`config.mk`:
```
export PLATFORM = sky130hd
export DESIGN_NAME = softmax_max_buffer
export DESIGN_NICKNAME = d
export VERILOG_FILES = /design/src/rtl/softmax_max_buffer.sv
export SDC_FILE = /design/constraint.sdc
export NUM_CORES = 1
export LEC_CHECK = 0
export CORE_MARGIN = 4
export CORE_UTILIZATION = 45
export DETAILED_ROUTE_END_ITERATION = 6
export PLACE_DENSITY_LB_ADDON = 0.25
export SETUP_SLACK_MARGIN = 0.1
export SKIP_LAST_GASP = 1
export SYNTH_ARGS = -nofsm -noshare
export SYNTH_HDL_FRONTEND = slang
export SYNTH_SLANG_ARGS = --single-unit
```
`constraint.sdc`:
```
create_clock -name clock_i -period 6.1 [get_ports clock_i]
set_input_delay 1.22 -clock clock_i [delete_from_list [all_inputs] [get_ports clock_i]]
set_output_delay 1.22 -clock clock_i [all_outputs]
set_load 0.02 [all_outputs]
```
`src/rtl/softmax_max_buffer.sv`:
```
// rtl/softmax_max_buffer.sv - buffers one vector of IEEE-754 elements, tracks its maximum, then replays it in order
module softmax_max_buffer #(
  parameter int DATA_SIZE = 32,
  parameter int NUM_DATA  = 10
) (
  input  logic                               clock_i,
  input  logic                               reset_i,
  input  logic                               start_i,
  input  logic                               data_valid_i,
  input  logic [DATA_SIZE-1:0]               data_i,
  output logic                               in_ready_o,
  output logic                               out_valid_o,
  input  logic                               out_ready_i,
  output logic [DATA_SIZE-1:0]               out_data_o,
  output logic [DATA_SIZE-1:0]               out_max_o,
  output logic [$clog2(NUM_DATA)-1:0]        out_max_index_o,
  output logic                               out_last_o,
  output logic                               restart_o
);

  localparam int ADDR_SIZE = $clog2(NUM_DATA);
  localparam logic [ADDR_SIZE-1:0] LAST_IDX = ADDR_SIZE'(NUM_DATA - 1);

  typedef enum logic [1:0] {IDLE, LOAD, DRAIN} state_t;

  state_t                 state_q, state_d;
  logic [ADDR_SIZE-1:0]   count_q, count_d;
  logic [ADDR_SIZE-1:0]   rd_ptr_q, rd_ptr_d;
  logic [DATA_SIZE-1:0]   max_q, max_d;
  logic [ADDR_SIZE-1:0]   max_index_q, max_index_d;
  logic                   out_valid_q, out_valid_d;
  logic                   restart_q, restart_d;

  logic [DATA_SIZE-1:0]   mem_q [NUM_DATA];
  logic                   wr_en;
  logic [ADDR_SIZE-1:0]   wr_addr;
  logic                   accept;

  // Sign-magnitude ordering: zeros of either sign compare equal, negatives order by reversed magnitude.
  function automatic logic is_greater(input logic [DATA_SIZE-1:0] a, input logic [DATA_SIZE-1:0] b);
    logic [DATA_SIZE-2:0] mag_a;
    logic [DATA_SIZE-2:0] mag_b;
    logic                 sgn_a;
    logic                 sgn_b;
    mag_a = a[DATA_SIZE-2:0];
    mag_b = b[DATA_SIZE-2:0];
    sgn_a = a[DATA_SIZE-1];
    sgn_b = b[DATA_SIZE-1];
    if ((mag_a == '0) && (mag_b == '0)) return 1'b0;
    if (sgn_a != sgn_b) return !sgn_a;
    if (!sgn_a) return mag_a > mag_b;
    return mag_a < mag_b;
  endfunction

  assign in_ready_o      = !reset_i && (state_q != DRAIN);
  assign accept          = data_valid_i && in_ready_o;
  assign out_valid_o     = out_valid_q;
  assign out_data_o      = out_valid_q ? mem_q[rd_ptr_q] : '0;
  assign out_max_o       = max_q;
  assign out_max_index_o = max_index_q;
  assign out_last_o      = out_valid_q && (rd_ptr_q == LAST_IDX);
  assign restart_o       = restart_q;

  // Next-state: load sequencing with running maximum, restart on a fresh start, drain on handshakes.
  always_comb begin
    state_d     = state_q;
    count_d     = count_q;
    rd_ptr_d    = rd_ptr_q;
    max_d       = max_q;
    max_index_d = max_index_q;
    out_valid_d = out_valid_q;
    restart_d   = 1'b0;
    wr_en       = 1'b0;
    wr_addr     = '0;
    case (state_q)
      IDLE: begin
        if (accept && start_i) begin
          wr_en       = 1'b1;
          max_d       = data_i;
          max_index_d = '0;
          count_d     = ADDR_SIZE'(1);
          state_d     = LOAD;
        end
      end
      LOAD: begin
        if (accept && start_i) begin
          wr_en       = 1'b1;
          max_d       = data_i;
          max_index_d = '0;
          count_d     = ADDR_SIZE'(1);
          restart_d   = 1'b1;
        end else if (accept) begin
          wr_en   = 1'b1;
          wr_addr = count_q;
          if (is_greater(data_i, max_q)) begin
            max_d       = data_i;
            max_index_d = count_q;
          end
          if (count_q == LAST_IDX) begin
            state_d     = DRAIN;
            out_valid_d = 1'b1;
            count_d     = '0;
            rd_ptr_d    = '0;
          end else begin
            count_d = count_q + ADDR_SIZE'(1);
          end
        end
      end
      DRAIN: begin
        if (out_valid_q && out_ready_i) begin
          if (rd_ptr_q == LAST_IDX) begin
            state_d     = IDLE;
            out_valid_d = 1'b0;
            rd_ptr_d    = '0;
          end else begin
            rd_ptr_d = rd_ptr_q + ADDR_SIZE'(1);
          end
        end
      end
      default: state_d = IDLE;
    endcase
  end

  // Control and result registers; reset discards any frame in progress.
  always_ff @(posedge clock_i) begin
    if (reset_i) begin
      state_q     <= IDLE;
      count_q     <= '0;
      rd_ptr_q    <= '0;
      max_q       <= '0;
      max_index_q <= '0;
      out_valid_q <= 1'b0;
      restart_q   <= 1'b0;
    end else begin
      state_q     <= state_d;
      count_q     <= count_d;
      rd_ptr_q    <= rd_ptr_d;
      max_q       <= max_d;
      max_index_q <= max_index_d;
      out_valid_q <= out_valid_d;
      restart_q   <= restart_d;
    end
  end

  // Element storage; contents survive reset since every frame rewrites what it replays.
  always_ff @(posedge clock_i) begin
    if (wr_en) mem_q[wr_addr] <= data_i;
  end

endmodule

```
==> reports/metrics.yaml, run 1 <==
status: "finished clean"
dieHeight_um: 194
grt_pass1_wl_um: 52500
hold_viol: 0
peakVddDrop_v: 0.000163
cts-resized-gates: 0
ys_seq_area_share_pct: 68.5
final.min_clock_period_ns: 4.55
fin_tns_setup_ns: 0
drt_iter0_drc: 586
dieArea_sq_um: 37600
place_ws_ns: 1.70
fin_nets: 1108
fin_area_sq_um: 18400
diodes: 0
startpoint_type: "register"
cp_max_fo: 51
post_drt_via_cell_ratio: 5.56
remaining_drc_errors: 0
min-delay-start: "out_max_index_o[1]$_SDFFE_PP0P_"
grt_pass1_vias: 8753
end_kind: "output port"
area_growth_syn_to_layout_pct: 18.4
track_usage_pct: 17.8
r2r-start: "out_max_o[4]$_SDFFE_PP0P_"
clkTransAtPathRegs_ns: 0.06
arrival_ns: 3.33
ys_seq_elements: 372
cts_hold_buf: 0
vias: 8416
cts_buffers: 39
core-area_sq_um: 33800
gp_congestion: 0.783
synth_area_sq_um: 15600
utilization_pct: 54.5
drt-wirelength-per-cell_um: 22.2
clock_latency_ns: 0.52
power_w: 0.00547
cts.sinks: 372
ys_types: 48
synth_area_per_cell_sq_um: 17.0
cts_tree: "yes"
setup_violations: 0
synth_ff_type: "edfxtp_1"
maxCapViolations: 0
leakage_nw: 6.31
layout-drive-gt1-share_pct: 20.3
antenna_found_initial: 0
start_util_pct: 46.1
first_pass_iters: 5
place_area_sq_um: 17200
tightest_slew_ns: 1.11
fin_crit_sh_pct: 74.6
yosys.area.top_type_share_pct: 61.8
synthCells: 916
htree_levels: 2
yosysTopAreaCell: "edfxtp_1"
cts_max_path_buffers: 3
finClkSkew_ns: 0.0128
cts_setup_buffers: 0
die_w_um: 194
yosys_warnings: 0
layout_common_cells: "320 x edfxtp_1, 107 x clkdlybuf4s50_1, 64 x mux4_2, 56 x nand2_1, 50 x nor2_1"
hp-class: "register to register"
async_reset_ff_share_pct: 0
grt_overflow: 0
fmax_ghz: 0.220
worst_slack_ns: 1.55
routed_wl_um: 33500
drv_slew: 0
relSlewSlack_pct: 26.2
synth_edf_count: 320
required_ns: 4.88
pin_count: 109
syn_nets: 988
rows: 67
rsz0062_at_grt: "false"
path_class: "register to output port"
dpl.hpwl_um: 19700
root_buffer: "clkbuf_16"
layout_commonest_cell: "edfxtp_1"
powerDensity_nw_per_um2: 297
ant_nets: 0
portBuffers: 108
synthTopCellsByArea: "edfxtp_1 62%, mux4_2 9.3%, dfxtp_1 6.7%, ha_1 2.8%, mux2_2 2.8%"
grt_max_degree: 65
==> through the flow <==
stage | hold slack [ns] | std cells
after floorplan | 0.442 | 916
after global placement | 0.467 | 1443
after detailed placement | 0.471 | 1443
after CTS | 0.486 | 1513
after global routing | 0.505 | 1513
final | 0.484 | 1513
==> logic make-up (layout without fill, tap and decap cells) <==
| group | count (synthesis) | in the layout | share of synthesized area (%) |
|---|---|---|---|
| buf+inv | 83 | 232 | 2.39 |
| compound gates | 81 | 81 | 4.01 |
| simple gates | 181 | 181 | 5.56 |
| fa+ha+maj | 35 | 35 | 2.81 |
| mux | 164 | 164 | 16.8 |
| flops | 372 | 372 | 68.5 |
==> final cells by class <==
cell class	count	area, sq um
Inverter	36	135
Multi-Input combinational cell	461	4590
Tap cell	448	561
Fill cell	2656	15400
Clock inverter	17	178
Timing Repair Buffer	126	1240
Clock buffer	53	1070
Sequential cell	372	10700
==> sequential cells by signal (all words and copies together) (netlist names), named ones only <==
register	count
count_q	4
state_q	2
restart_o	1
rd_ptr_q	4
out_valid_o	1
mem_q	320
out_max_o	32
out_max_index_o	4
==> critical path: stages (launching register included) <==
cell and delay, ns:
dfxtp_4 0.70, buf_12 0.42, mux4_2 0.57, mux2_2 0.32, o211a_1 0.22, clkdlybuf4s50_1 0.53
==> per-layer routing <==
layer  track usage (%)  up-vias  wire length (um)
met5                 0        -                 0
met4              3.52        0               556
met3              3.41       40              1770
met2              28.5      223             16100
met1              25.9     4315             15100
li1                  -     3838                 -
==> Yosys cell counts, types with 4 or more instances <==
cell and n:
edfxtp_1 320, mux4_2 64, nand2_1 56, dfxtp_1 52
nor2_1 51, mux2_2 38, mux2i_1 38, inv_1 36
ha_1 35, o211a_1 33, clkbuf_1 27, mux2_4 24
a21oi_1 19, nor4_1 17, buf_1 13, nand3_1 13
nor3_1 12, o21ai_0 12, nand4_1 9, nand2b_1 6
nor2b_1 4
==> path summary, 6_finish.rpt <==
| path | endpoint | slack, ns | cells past startpoint |
|---|---|---|---|
| max | out_data_o[16] | 1.55 | 5 |
| min | out_max_index_o[1]$_SDFFE_PP0P_ | 0.48 | 2 |
| max reg2reg | out_max_o[12]$_SDFFE_PP0P_ | 3.27 | 8 |
| min reg2reg | out_max_index_o[1]$_SDFFE_PP0P_ | 0.48 | 2 |
==> where the power goes <==
group	switching (W)	leakage (nW)	internal (W)
registers	0.0000385	3.31	0.00279
clock network	0.000913	0.613	0.00140
logic	0.000177	2.38	0.000150
(Power assumes the default switching activity.)
==> run 2, diff against run 1 <==
Clock period 6.1 ns to 4.3 ns, I/O delays scaled along.
==> reports/metrics.yaml, run 2 (same netlist as run 1, synthesis figures left out) <==
status: "finished clean"
fmax_ghz: 0.254
drv_slew: 0  # unchanged
place_area_sq_um: 17500  # +2.1%
dpl.hpwl_um: 22700  # +15%
pin_count: 109  # unchanged
cp_slowest_cell: "dfxtp_4"
largest_register: "mem_q"
relSlewSlack_pct: 43.5  # +17 points
leakage_nw: 6.51  # +3.2%
cpPeakStageDelay_ns: 0.62  # -0.08 ns
cts_hold_buf: 0  # unchanged
rows: 67  # unchanged
arrival_ns: 3.07  # -0.26 ns
vias: 8602  # +2.2%
clock_latency_ns: 0.52  # about the same
fin_nets: 1142  # +3.1%
path_class: "register to output port"
htree_levels: 2  # unchanged
powerDensity_nw_per_um2: 416  # +40%
die_w_um: 194  # unchanged
remaining_drc_errors: 0  # unchanged
hp-class: "register to register"
routed_wl_um: 36700  # +9.3%
largest_reg_flops: 320  # unchanged
cts_tree: "yes"
fin_area_sq_um: 18800  # +2.1%
setup_violations: 0  # unchanged
core-area_sq_um: 33800  # unchanged
hold_viol: 0  # unchanged
cts-resized-gates: 0  # unchanged
post_drt_via_cell_ratio: 5.56  # about the same
drt_iter0_drc: 731  # +25%
track_usage_pct: 19.3  # +1.5 points
grt_pass1_vias: 8952  # +2.3%
cts_setup_buffers: 0  # unchanged
cts_buffers: 40  # +2.6%
finClkSkew_ns: 0.0154  # +0.00265 ns
grt_max_degree: 65  # unchanged
root_buffer: "clkbuf_16"
cp_max_fo: 29  # -43%
fin_crit_sh_pct: 91.4
area_growth_syn_to_layout_pct: 20.9
grt_pass1_wl_um: 55800  # +6.3%
layout_commonest_cell: "edfxtp_1"
start_util_pct: 46.1  # unchanged
dieHeight_um: 194  # unchanged
end_kind: "output port"
power_w: 0.00782  # +43%
cts.sinks: 372  # unchanged
maxCapViolations: 0  # unchanged
portBuffers: 108  # unchanged
rsz0062_at_grt: "false"
tightest_slew_ns: 0.845  # -0.262 ns
layout_common_cells: "320 x edfxtp_1, 107 x clkdlybuf4s50_1, 64 x mux4_2, 56 x nand2_1, 50 x nor2_1"
startpoint_type: "register"
cts_max_path_buffers: 3  # unchanged
ant_nets: 0  # unchanged
dieArea_sq_um: 37600  # unchanged
gp_congestion: 0.850  # +8.6%
required_ns: 3.44  # -1.44 ns
diodes: 0  # unchanged
clkTransAtPathRegs_ns: 0.06  # about the same
layout-drive-gt1-share_pct: 23.2  # +2.9 points
antenna_found_initial: 0  # unchanged
path_cells: "buf_12 -> mux4_2 -> mux2_2 -> o211a_1 -> clkdlybuf4s50_1"
drt-wirelength-per-cell_um: 23.7  # +6.9%
grt_overflow: 0  # unchanged
peakVddDrop_v: 0.000246  # +51%
fin_tns_setup_ns: 0  # unchanged
final.min_clock_period_ns: 3.93
first_pass_iters: 5  # unchanged
==> run 2: final timing paths <==
path                                         startpoint                       to  slack [ns]  cells past startpoint
worst max-delay path                           register           out_data_o[16]        0.37                      5
worst min-delay path            state_q[1]$_SDFFE_PP0P_  state_q[0]$_SDFFE_PP0P_        0.49                      1
worst max register to register  state_q[0]$_SDFFE_PP0P_   mem_q[8][15]$_DFFE_PP_        1.46                      7
worst min register to register  state_q[1]$_SDFFE_PP0P_  state_q[0]$_SDFFE_PP0P_        0.49                      1
==> run 2: final cells by class <==
class	instances	area, sq um
sequential	372	10700
fill	2612	15000
clock buffer	47	1050
inverter	36	135
tap	448	561
multi-input combinational	461	4610
timing repair buffer	159	1570
clock inverter	24	223
==> run 2: critical path: cells and delay by family (launching register included) <==
family	cells	cell delay [ns]
buf+inv	2	0.83
mux	2	0.82
flops	1	0.62
compound gates	1	0.24
==> run 2: power by group <==
part	internal [W]	switching, W
clock network	0.00198	0.00133
logic	0.000227	0.000265
registers	0.00396	0.0000551
total	0.00617	0.00165
==> run 2: metal layers <==
layer,up-vias,share of wire (%),track usage [%]
met3,54,5.5,3.37
li1,3900,-,-
met5,-,0,0
met4,0,2.4,4.97
met1,4401,45,27.7
met2,247,48,31.0
==> run 2: metrics by stage <==
| step | instances | hold WS (ns) | util, % | worst slack [ns] |
|---|---|---|---|---|
| after floorplan | 916 | 0.442 | - | -1.04 |
| after global routing | 1547 | 0.496 | 55.7 | 0.236 |
| final | 1547 | 0.488 | 55.7 | 0.370 |
| after global placement | 1476 | 0.471 | 51.9 | 0.468 |
| after detailed placement | 1476 | 0.475 | 51.9 | 0.378 |
| after CTS | 1547 | 0.486 | 55.7 | 0.299 |
==> run 3, diff against run 2 <==
Settings changed: HOLD_SLACK_MARGIN set to 0.12, SETUP_SLACK_MARGIN 0.1 to 0.2.
==> results of run 3 <==
Same layout as run 2: the final DEF is identical, and so are final timing and power.
